==> config.mk <==
export PLATFORM = sky130hd
export DESIGN_NAME = sram_ctrl
export DESIGN_NICKNAME = d
export VERILOG_FILES = /design/src/rtl/sram_ctrl.sv
export SDC_FILE = /design/constraint.sdc
export NUM_CORES = 1
export LEC_CHECK = 0
export CORE_ASPECT_RATIO = 1.75
export CORE_MARGIN = 1
export CORE_UTILIZATION = 55
export CTS_CLUSTER_SIZE = 20
export DETAILED_ROUTE_END_ITERATION = 8
export GPL_ROUTABILITY_DRIVEN = 0
export GPL_TIMING_DRIVEN = 0
export PLACE_DENSITY = 0.95
export SYNTH_ARGS = -nofsm -noshare
export SYNTH_HDL_FRONTEND = slang
export SYNTH_SLANG_ARGS = --single-unit
==> constraint.sdc <==
create_clock -name clock -period 16.6 [get_ports clock]
set_clock_uncertainty 0.05 [all_clocks]
set_input_delay 2.49 -clock clock [delete_from_list [all_inputs] [get_ports clock]]
set_output_delay 2.49 -clock clock [all_outputs]
set_load 0.02 [all_outputs]
==> src/rtl/sram_ctrl.sv <==
// Bridges the SoC RAM window to a 16-bit asynchronous SRAM: each 32-bit access
// becomes one or two halfword beats of programmable length, with a one-deep pending slot.
package sram_ctrl_pkg;
    typedef struct packed {
        logic        mem_valid;
        logic        mem_instr;
        logic [31:0] mem_addr;
        logic [31:0] mem_wdata;
        logic [3:0]  mem_wstrb;
    } mem_in_type;

    typedef struct packed {
        logic        mem_ready;
        logic        mem_error;
        logic [31:0] mem_rdata;
    } mem_out_type;
endpackage

module sram_ctrl
    import sram_ctrl_pkg::*;
#(
    parameter int AW          = 18,
    parameter int WAIT_CYCLES = 1
) (
    input  logic              clock,
    input  logic              reset,
    input  mem_in_type        ram_in,
    output mem_out_type       ram_out,
    output logic [AW-1:0]     sram_addr,
    output logic [15:0]       sram_dq_o,
    input  logic [15:0]       sram_dq_i,
    output logic              sram_dq_oe,
    output logic              sram_ce_n,
    output logic              sram_oe_n,
    output logic              sram_we_n,
    output logic              sram_lb_n,
    output logic              sram_ub_n,
    output logic              ovf
);

    typedef enum logic [2:0] {IDLE, BEAT0, GAP, BEAT1, DONE} state_t;

    typedef struct packed {
        logic [AW-2:0] word;
        logic [31:0]   wdata;
        logic [3:0]    wstrb;
        logic          err;
    } req_t;

    localparam logic [3:0] LAST_CNT = 4'(WAIT_CYCLES);

    function automatic req_t decode(input mem_in_type r);
        req_t q;
        q.word  = r.mem_addr[AW:2];
        q.wdata = r.mem_wdata;
        q.wstrb = r.mem_wstrb;
        q.err   = |r.mem_addr[31:AW+2];
        return q;
    endfunction

    // Out-of-range requests go straight to the response; writes with an idle low half skip BEAT0.
    function automatic state_t first_state(input req_t r);
        if (r.err)
            return DONE;
        else if (r.wstrb == 4'b0 || r.wstrb[1:0] != 2'b0)
            return BEAT0;
        else
            return BEAT1;
    endfunction

    state_t        state_q, state_d;
    logic [3:0]    cnt_q, cnt_d;
    req_t          req_q, req_d;
    req_t          pend_q, pend_d;
    logic          pend_valid_q, pend_valid_d;
    logic [15:0]   lo_q, lo_d, hi_q, hi_d;
    logic          ovf_q, ovf_d;
    logic [AW-1:0] addr_q, addr_d;
    logic [15:0]   dq_o_q, dq_o_d;
    logic          dq_oe_q, dq_oe_d;
    logic          ce_n_q, ce_n_d;
    logic          oe_n_q, oe_n_d;
    logic          we_n_q, we_n_d;
    logic          lb_n_q, lb_n_d;
    logic          ub_n_q, ub_n_d;

    req_t in_req;
    logic cur_read;
    logic beat_hi;
    logic unused_bits;

    assign in_req      = decode(ram_in);
    assign cur_read    = (req_q.wstrb == 4'b0);
    assign unused_bits = ^{ram_in.mem_instr, ram_in.mem_addr[1:0], ram_in.mem_addr[AW+1]};

    always_comb begin
        state_d      = state_q;
        cnt_d        = cnt_q;
        req_d        = req_q;
        pend_d       = pend_q;
        pend_valid_d = pend_valid_q;
        lo_d         = lo_q;
        hi_d         = hi_q;
        ovf_d        = ovf_q;

        case (state_q)
            IDLE: begin
                if (ram_in.mem_valid) begin
                    req_d   = in_req;
                    state_d = first_state(in_req);
                    cnt_d   = '0;
                end
            end
            BEAT0: begin
                if (cnt_q == LAST_CNT) begin
                    cnt_d = '0;
                    if (cur_read)
                        lo_d = sram_dq_i;
                    if (!cur_read && req_q.wstrb[3:2] == 2'b0)
                        state_d = DONE;
                    else if (!cur_read && WAIT_CYCLES == 0)
                        state_d = GAP;
                    else
                        state_d = BEAT1;
                end else begin
                    cnt_d = cnt_q + 4'd1;
                end
            end
            GAP: begin
                state_d = BEAT1;
            end
            BEAT1: begin
                if (cnt_q == LAST_CNT) begin
                    cnt_d = '0;
                    if (cur_read)
                        hi_d = sram_dq_i;
                    state_d = DONE;
                end else begin
                    cnt_d = cnt_q + 4'd1;
                end
            end
            DONE: begin
                cnt_d = '0;
                // The slot is freed this cycle, so a simultaneous new valid refills it.
                if (pend_valid_q) begin
                    req_d        = pend_q;
                    state_d      = first_state(pend_q);
                    pend_valid_d = ram_in.mem_valid;
                    pend_d       = in_req;
                end else if (ram_in.mem_valid) begin
                    req_d   = in_req;
                    state_d = first_state(in_req);
                end else begin
                    state_d = IDLE;
                end
            end
            default: begin
                state_d = IDLE;
            end
        endcase

        if (ram_in.mem_valid && state_q != IDLE && state_q != DONE) begin
            if (pend_valid_q) begin
                ovf_d = 1'b1;
            end else begin
                pend_valid_d = 1'b1;
                pend_d       = in_req;
            end
        end

        // Pins are registered from the next state so every beat starts cleanly on a clock edge.
        beat_hi = (state_d == BEAT1);
        addr_d  = addr_q;
        dq_o_d  = dq_o_q;
        dq_oe_d = 1'b0;
        ce_n_d  = 1'b1;
        oe_n_d  = 1'b1;
        we_n_d  = 1'b1;
        lb_n_d  = 1'b1;
        ub_n_d  = 1'b1;
        if (state_d == BEAT0 || state_d == BEAT1) begin
            ce_n_d = 1'b0;
            addr_d = {req_d.word, beat_hi};
            if (req_d.wstrb == 4'b0) begin
                oe_n_d = 1'b0;
                lb_n_d = 1'b0;
                ub_n_d = 1'b0;
            end else begin
                we_n_d  = 1'b0;
                dq_oe_d = 1'b1;
                lb_n_d  = ~(beat_hi ? req_d.wstrb[2] : req_d.wstrb[0]);
                ub_n_d  = ~(beat_hi ? req_d.wstrb[3] : req_d.wstrb[1]);
                dq_o_d  = beat_hi ? req_d.wdata[31:16] : req_d.wdata[15:0];
            end
        end
    end

    always_ff @(posedge clock or posedge reset) begin
        if (reset) begin
            state_q      <= IDLE;
            cnt_q        <= '0;
            req_q        <= '0;
            pend_q       <= '0;
            pend_valid_q <= 1'b0;
            lo_q         <= '0;
            hi_q         <= '0;
            ovf_q        <= 1'b0;
            addr_q       <= '0;
            dq_o_q       <= '0;
            dq_oe_q      <= 1'b0;
            ce_n_q       <= 1'b1;
            oe_n_q       <= 1'b1;
            we_n_q       <= 1'b1;
            lb_n_q       <= 1'b1;
            ub_n_q       <= 1'b1;
        end else begin
            state_q      <= state_d;
            cnt_q        <= cnt_d;
            req_q        <= req_d;
            pend_q       <= pend_d;
            pend_valid_q <= pend_valid_d;
            lo_q         <= lo_d;
            hi_q         <= hi_d;
            ovf_q        <= ovf_d;
            addr_q       <= addr_d;
            dq_o_q       <= dq_o_d;
            dq_oe_q      <= dq_oe_d;
            ce_n_q       <= ce_n_d;
            oe_n_q       <= oe_n_d;
            we_n_q       <= we_n_d;
            lb_n_q       <= lb_n_d;
            ub_n_q       <= ub_n_d;
        end
    end

    always_comb begin
        ram_out = '0;
        if (state_q == DONE) begin
            ram_out.mem_ready = 1'b1;
            ram_out.mem_error = req_q.err;
            if (!req_q.err && cur_read)
                ram_out.mem_rdata = {hi_q, lo_q};
        end
    end

    assign sram_addr  = addr_q;
    assign sram_dq_o  = dq_o_q;
    assign sram_dq_oe = dq_oe_q;
    assign sram_ce_n  = ce_n_q;
    assign sram_oe_n  = oe_n_q;
    assign sram_we_n  = we_n_q;
    assign sram_lb_n  = lb_n_q;
    assign sram_ub_n  = ub_n_q;
    assign ovf        = ovf_q;

endmodule

Word level (Yosys, flattened, before mapping) --
Index checks and enable logic that the tools add are counted.
Storage, ports and cells: register bits after elaboration 189, input port bits 88, output and inout bits 75, logic and storage cells 102
Operators by class: add/subtract/negate cells 1, equality and inequality tests 9, muxes and demuxes 40, bitwise operators 3, reductions and logical operators 27
Operators by type and width (count):
- $mux 54 | 6
- $pmux 54 s2 | 1
- $mux 34 | 1
- $mux 32 | 1
- $mux 3 | 8
- $logic_not 4->1 | 4
- $mux 1 | 16
- $mux 16 | 1
- $pmux 3 s5 | 1
- $pmux 4 s3 | 1
- $reduce_or 12->1 | 1
- $eq 3x2->1 const B | 3
- $mux 4 | 2
- $eq 3x1->1 const B | 2
- $reduce_and 2->1 | 3
- $reduce_and 3->1 | 2
- $reduce_bool 2->1 | 3
- $reduce_bool 3->1 | 2
- $add 4x1->4 const B | 1
- $eq 4x1->1 const B | 1
- $logic_and 1x1->1 | 4
- $mux 2 | 2
- $eq 3x3->1 const B | 1
- $logic_not 3->1 | 1
- other kinds (7) | 12

Logic depth before layout (Yosys ltp) --
Gate-level depths: netlist of the first run.
depth in word-level cells 12, gate-level depth with buffers 10

Least setup slack after synthesis of the first run --
No wires, ideal clock.
kind input-to-reg, start in ram_in[58] (netlist bit), end reg dq_o_q[10] (netlist: sram_dq_o[10]), setup time 125 ps, arrival time 4341 ps, required time 16425 ps, slack 12084 ps, cell stages on the path 7, cells stage by stage or4_1 nor3_1 nand2_1 a31oi_1 buf_2 mux2_2 mux2_2
Between the ends: word-level cells in the longest chain between the ends 8, elaborated cells on any way between the ends 11
Ends and longest elaborated chain:
- from (decl) | RTL line 27 | input mem_in_type ram_in,
- $reduce_or 12->1 * | RTL line 57 | q.err = |r.mem_addr[31:AW+2];
- $mux 3 * | RTL line 63 | if (r.err)
- $mux 3 | RTL line 150 | end else if (ram_in.mem_valid) begin
- $mux 3 | RTL line 145 | if (pend_valid_q) begin
- $pmux 3 s5 * | RTL line 106 | case (state_q)
- $eq 3x1->1 or $eq 3x2->1 (tied branches) | RTL line 181, 172
- $logic_or 1x1->1 | RTL line 181 | if (state_d == BEAT0 || state_d == BEAT1) begin
- $reduce_and 2->1 (no source line)
- to (signal assigned) | RTL line 226 | dq_o_q <= dq_o_d;
- to (decl) | RTL line 79 | logic [15:0] dq_o_q, dq_o_d;
Mark *: on every way between the ends. The rest lies on a longest branch, timed or not. A chain may end at the register's enable or synchronous reset.

==> results of run 1 <==
## area by class of cell
cell class	count	area [um^2]	share of cell area, %
diodes	1	2.50	0.0239
plain buffers	43	200	1.91
clock buffers	17	425	4.05
clock inverters	15	196	1.87
inverters	6	30.0	0.286
multi-input cells	404	3070	29.2
flip-flops and latches	189	4740	45.1
well taps	180	225	2.15
repair buffers	159	1610	15.3
## worst max-delay path by stage
stage / to / slack, ps / cells past startpoint / from
floorplan: cnt_q[0]$_DFFE_PP0P_ / 8930 / 1 / reset
global placement: sram_dq_oe$_DFF_PP0_ / 6740 / 2 / reset
detailed placement: sram_dq_o[15]$_DFFE_PP0P_ / 11070 / 9 / ram_in[69]
CTS: ram_out[31] / 10710 / 8 / state_q[1]$_DFF_PP0_
global route: ram_out[18] / 10480 / 8 / state_q[1]$_DFF_PP0_
finish: ram_out[32] / 10720 / 7 / state_q[1]$_DFF_PP0_
## sequential cells by signal, summed over array words and instances (netlist names), 3 cells and up
register / cells
sram_addr: 18
pend_q: 54
lo_q: 16
hi_q: 16
sram_dq_o: 16
req_q: 54
state_q: 3
cnt_q: 4
## per-stage QoR
step / total power (uW) / worst slack (ps) / instance area (um^2) / hold WS (ps)
final: 1400 / 10720 / 10500 / 431
after global placement: 965 / 6740 / 9830 / 408
after detailed placement: 984 / 11070 / 9870 / 416
after global routing: 1460 / 10480 / 10500 / 463
after CTS: 1400 / 10710 / 10500 / 433
after floorplan: 829 / 8930 / 8030 / 421
## logic make-up after synthesis
logic type                 count (synthesis)  synth area share (%)
DFF                                      189                  59.0
muxes                                    139                  19.9
AOI/OAI and AO/OA                        131                  9.71
and+or+nand+nor                          131                  8.20
buffers and inverters                     49                  2.78
adders and majority gates                  2                 0.312
xor gates and xnor gates                   1                 0.109
## worst max-delay path: cells and delay by family (launching register included)
kind,cells,cell delay (ps)
flip-flops,1,360
buffers and inverters,5,2010
AND/OR/NAND/NOR,2,540
## power groups by stage
| stage | Clock [uW] | Sequential (uW) | Combinational (uW) |
|---|---|---|---|
| 2_1_floorplan | 0 | 695 | 134 |
| 3_3_place_gp | 0 | 649 | 316 |
| 3_5_place_dp | 0 | 657 | 327 |
| 4_1_cts | 420 | 653 | 331 |
| 5_1_grt | 438 | 667 | 350 |
| 6_report | 416 | 655 | 329 |
## cell usage after synthesis, types with 3 or more instances
| cell | number |
|---|---|
| dfrtp_1 | 184 |
| mux2_2 | 128 |
| nor2_1 | 65 |
| a21oi_1 | 55 |
| o22ai_1 | 51 |
| and2_1 | 32 |
| clkbuf_1 | 25 |
| buf_2 | 13 |
| nand2_1 | 10 |
| o21ai_0 | 9 |
| mux2_4 | 8 |
| inv_1 | 6 |
| dfstp_2 | 5 |
| or4_1 | 5 |
| buf_6 | 3 |
| nand3_1 | 3 |
| o21a_1 | 3 |
## per-layer routing
metal  vias to the layer above  part of all wire (%)  global-route usage (%)
li1                       2645                     -                       -
met1                      2958                    36                    31.3
met2                       271                    53                    48.7
met3                        67                   5.8                    5.43
met4                         0                   5.0                    14.8
met5                         -                     0                       0
==> metrics.md, run 1 <==
| Metric | Value |
|---|---|
| Outcome | `finished, final reports clean` |
| Initial antenna violation count | `1` |
| Layout Cells excl Fill | `1014` |
| Clock slew at reported path FFs | `70 ps` |
| Setup TNS | `0 ps` |
| # IOs | `163` |
| Most frequent cells in the layout | `184 x dfrtp_1, 158 x clkdlybuf4s50_1, 128 x mux2_2` |
| Final Hold Viols | `0` |
| Mean post-synth cell area | `12.5 um^2` |
| Logic pwr share | `23.5%` |
| Crit start category | `register` |
| Clock power frac | `29.7%` |
| RR Endpoint | `sram_dq_o[5]$_DFFE_PP0P_` |
| Vias per cell | `5.86` |
| F_max | `170 MHz` |
| Commonest non-fill, non-tap cell in the layout | `dfrtp_1` |
| Register area share after synthesis | `59.0%` |
| Worst Path Arrival | `3340 ps` |
| Util after Layout | `73.4%` |
| Nets | `910` |
| Largest net degree at the start of global routing | `116` |
| Layout cells sized above 1 | `24.2%` |
| Vias in the first global route | `6249` |
| Clock sinks | `189` |
| Row Count | `58` |
| Max Fanout on Critical Path | `10` |
| Max stage delay on crit path | `630 ps` |
| Net switching power | `410 uW` |
| FF+latch count, synth | `189` |
| Pint | `990 uW` |
| Cells after synthesis | `642` |
| DRC viols | `0` |
| YS warnings | `0` |
| Starting Density | `56.1%` |
| Hold path endpoint | `ovf$_DFFE_PP0P_` |
| Max stage delay cell, worst path | `clkdlybuf4s50_1` |
| # Post-CTS Setup Buffers | `0` |
| CTS Buf Count | `17` |
| Max-Cap Viols | `0` |
| Share of the synthesized area in the top cell type | `57.4%` |
| Full die area | `15100 um^2` |
| Synth area leader | `dfrtp_1` |
| Max Slew Vio Count | `0` |
| Core area | `14300 um^2` |
| Worst rel slew slack | `41.9%` |
| Critical path class | `reg2out` |
| Final HPWL DP | `14000 um` |
| Peak supply drop | `0.0979 mV` |
| Chip Height | `162 um` |
| Mapped Nets | `732` |
| Ys async rst share | `100%` |
| Port bufs | `158` |
| Final critical-path required period | `5880 ps` |
| Area contributors post-synth | `dfrtp_1 57%, mux2_2 18%, o22ai_1 4.0%, a21oi_1 3.4%, nor2_1 3.0%` |
| Worst Reg-to-Reg Cells | `9` |
| Hold depth | `1` |
| Reg power frac | `46.8%` |
| 1st-pass router iterations | `5` |
| Hold Path Class | `reg2reg` |
| CTS root buffer | `clkbuf_16` |
| Wire per inst | `19.8 um` |
| Post-synth EDFFs | `0` |
| Setup crit end kind | `output port` |
| Die width | `93.3 um` |
| Grt ovf | `0` |
| Dpl cells | `981` |
| Sw Share | `29.3%` |
| Worst-Margin Slew | `864 ps` |
| First-pass GRT wire length | `31700 um` |
| Internal reg-to-reg setup slack | `13620 ps` |
| DR iter-0 viols | `386` |
| Gr usage total | `27.7%` |
| Vias | `5941` |
| CP Data Required Time | `14060 ps` |
| Skew-Pair Late Insertion Delay | `430 ps` |
| Setup Viol. Count Final | `0` |
| RSZ-0062 raised after global routing | `false` |
| Critical path cell sequence | `buf_2 -> nor2_1 -> buf_2 -> buf_1 -> buf_1 -> and3_1 -> clkdlybuf4s50_1` |
| Netlist cell types | `44` |
| Routed wire length | `20100 um` |
| CTS tree | `done` |
| Post-CTS Hold Buffers | `0` |
| H-tree levels | `4` |
| CTS max path bufs | `2` |
| Final Cycle Share | `35.4%` |
| Post_cts resized | `0` |
| Area of the mapped netlist | `8030 um^2` |
| Top FF cell, synth | `dfrtp_1` |
| Filler cells | `881` |
| P&R area growth vs syn | `30.7%` |
| PwrDens | `133 nW/um^2` |
| HP Start | `ovf$_DFFE_PP0P_` |
| R2R Path Start | `cnt_q[1]$_DFFE_PP0P_` |
| P_leak | `0.00436 uW` |
| Antenna Nets Post-Route | `0` |
No activity file was read; power rests on OpenSTA's default activity.
==> run 2: changes to the inputs <==
--- a/config.mk
+++ b/config.mk
@@ -7,12 +7,12 @@
 export LEC_CHECK = 0
 export CORE_ASPECT_RATIO = 1.75
 export CORE_MARGIN = 1
-export CORE_UTILIZATION = 55
+export CORE_UTILIZATION = 46
 export CTS_CLUSTER_SIZE = 20
 export DETAILED_ROUTE_END_ITERATION = 8
 export GPL_ROUTABILITY_DRIVEN = 0
 export GPL_TIMING_DRIVEN = 0
-export PLACE_DENSITY = 0.95
+export PLACE_DENSITY = 0.86
 export SYNTH_ARGS = -nofsm -noshare
 export SYNTH_HDL_FRONTEND = slang
 export SYNTH_SLANG_ARGS = --single-unit
==> constraint.sdc (replaced) <==
create_clock -name clock -period 4.8 [get_ports clock]
set_clock_uncertainty 0.05 [all_clocks]
set_input_delay 0.72 -clock clock [delete_from_list [all_inputs] [get_ports clock]]
set_output_delay 0.72 -clock clock [all_outputs]
set_load 0.02 [all_outputs]
==> metrics.md, run 2 (synthesis gave the netlist of run 1 again) <==
| Metric | Value |
|---|---|
| Starting Density | `47.1% (-9.0 points)` |
| Setup crit end kind | `output port` |
| Filler cells | `1306 (+48%)` |
| Chip Height | `177 um (+9.2%)` |
| Commonest non-fill, non-tap cell in the layout | `dfrtp_1` |
| Critical path class | `reg2out` |
| Hold depth | `1 (unchanged)` |
| Final Cycle Share | `85.0%` |
| CTS max path bufs | `2 (unchanged)` |
| RSZ-0062 raised after global routing | `false` |
| Die width | `102 um (+9.1%)` |
| DRC viols | `0 (unchanged)` |
| # IOs | `163 (unchanged)` |
| Grt ovf | `0 (unchanged)` |
| Max Fanout on Critical Path | `10 (unchanged)` |
| Outcome | `finished, final reports clean` |
| Setup TNS | `0 ps (unchanged)` |
| Nets | `913 (+0.33%)` |
| Worst setup slack after layout | `718 ps (-10000 ps)` |
| 1st-pass router iterations | `4 (-1)` |
| # Post-CTS Setup Buffers | `0 (unchanged)` |
| P&R area growth vs syn | `31.8%` |
| Full die area | `18000 um^2 (+19%)` |
| Post-CTS Hold Buffers | `0 (unchanged)` |
| CTS root buffer | `clkbuf_16` |
| Most frequent cells in the layout | `184 x dfrtp_1, 158 x clkdlybuf4s50_1, 128 x mux2_2` |
| Largest net degree at the start of global routing | `43 (-63%)` |
| Clock sinks | `189 (unchanged)` |
| Ant. Diodes | `0 (-1)` |
| Final critical-path required period | `4080 ps` |
| DR iter-0 viols | `283 (-27%)` |
| Worst rel slew slack | `40.0% (-1.9 points)` |
| Skew-Pair Late Insertion Delay | `430 ps (about the same)` |
| Clock slew at reported path FFs | `70 ps (about the same)` |
| Worst slack, placed | `1050 ps (-10020 ps)` |
| Cell area after layout | `10600 um^2 (+0.80%)` |
| Hold Path Class | `reg2reg` |
| Layout cells sized above 1 | `24.5% (+0.27 points)` |
| Vias per cell | `5.50 (-6.1%)` |
| Max-Cap Viols | `0 (unchanged)` |
| Final HPWL DP | `14100 um (+1.2%)` |
| Setup Viol. Count Final | `0 (unchanged)` |
| CTS Buf Count | `17 (unchanged)` |
| Util after Layout | `62.1% (-11 points)` |
| CP Data Required Time | `4030 ps (-10030 ps)` |
| Row Count | `63 (+8.6%)` |
| Max stage delay cell, worst path | `clkdlybuf4s50_1` |
| First-pass GRT wire length | `31800 um (+0.59%)` |
| Antenna Nets Post-Route | `0 (unchanged)` |
| CTS tree | `done` |
| Port bufs | `158 (unchanged)` |
| Critical path cell sequence | `buf_2 -> nor2_1 -> buf_2 -> buf_1 -> buf_1 -> and3_1 -> clkdlybuf4s50_1` |
| P_leak | `0.00438 uW (+0.38%)` |
| Core area | `17000 um^2 (+19%)` |
| Peak supply drop | `0.342 mV (+250%)` |
| PwrDens | `457 nW/um^2 (+240%)` |
| Final Hold Viols | `0 (unchanged)` |
| Max Slew Vio Count | `0 (unchanged)` |
| Max stage delay on crit path | `600 ps (-30 ps)` |
| Initial antenna violation count | `0 (-1)` |
| Worst Reg-to-Reg Cells | `9 (unchanged)` |
| Gr usage total | `23.6% (-4.1 points)` |
| H-tree levels | `4 (unchanged)` |
| Vias | `5851 (-1.5%)` |
| Crit start category | `register` |
| Area of placed instances | `9970 um^2 (+1.1%)` |
| Post_cts resized | `0 (unchanged)` |
| Routed wire length | `20100 um (+0.33%)` |
| Final total power | `4830 uW (+250%)` |
| Vias in the first global route | `6143 (-1.7%)` |
| Wire per inst | `18.9 um (-4.3%)` |
| F_max | `245 MHz` |
| Worst-Margin Slew | `892 ps (+28.0 ps)` |
| Worst Path Arrival | `3310 ps (-30 ps)` |
## run 2: cell count changes in the layout (fill, tap and decap cells not counted), sizes merged
cell      change
bufinv        +1
buf           +3
clkinv        -2
clkinvlp      +1
diode         -1
## run 2: routing by layer
metal	share of wire, %	track usage, %	vias to the layer above
met3	5.2	5.49	60
li1	-	-	2641
met4	4.9	13.5	0
met2	54	41.8	189
met1	36	25.3	2961
met5	0	0	-
## run 2: worst max-delay path, delay by kind of cell, from the launching register on
| kind | cells | cell delay, ps |
|---|---|---|
| buf+inv | 5 | 1990 |
| flops | 1 | 360 |
| simple gates | 2 | 520 |
## run 2: stage by stage
| step | hold slack, ps | cells |
|---|---|---|
| floorplan | 421 | 642 |
| global placement | 407 | 1027 |
| detailed placement | 413 | 1031 |
| CTS | 430 | 1063 |
| global route | 442 | 1063 |
| finish | 428 | 1063 |
## run 2: area by class of cell
type	instances	area (um^2)	share of cell area, %
tap	227	284	2.69
multi-input combinational	404	3070	29.0
clock buffer	17	425	4.02
timing repair buffer	162	1660	15.7
clock inverter	15	175	1.66
sequential	189	4740	44.8
inverter	6	26.3	0.248
buffer	43	200	1.89
## run 2: worst paths after layout
check	start	to	slack, ps
setup / recovery	state_q[1]$_DFF_PP0_	ram_out[32]	720
hold / removal	ovf$_DFFE_PP0P_	ovf$_DFFE_PP0P_	430
setup reg to reg	pend_valid_q$_DFF_PP0_	sram_dq_o[1]$_DFFE_PP0P_	1870
hold reg to reg	ovf$_DFFE_PP0P_	ovf$_DFFE_PP0P_	430
max in group asynchronous	reset	sram_we_n$_DFF_PP1_	2690
min in group asynchronous	reset	hi_q[13]$_DFFE_PP0P_	720
## run 2: report_power, final
| group | total (uW) | internal, uW | switching, uW |
|---|---|---|---|
| logic | 1150 | 651 | 496 |
| clock network | 1440 | 789 | 650 |
| registers | 2250 | 2020 | 225 |
| total | 4830 | 3460 | 1370 |
==> run 3: changes to the inputs <==
--- a/config.mk
+++ b/config.mk
@@ -12,6 +12,7 @@
 export DETAILED_ROUTE_END_ITERATION = 8
 export GPL_ROUTABILITY_DRIVEN = 0
 export GPL_TIMING_DRIVEN = 0
+export HOLD_SLACK_MARGIN = 0.03
 export PLACE_DENSITY = 0.86
 export SYNTH_ARGS = -nofsm -noshare
 export SYNTH_HDL_FRONTEND = slang
==> results of run 3 <==
No change in the layout: final DEF, timing and power equal those of run 2.
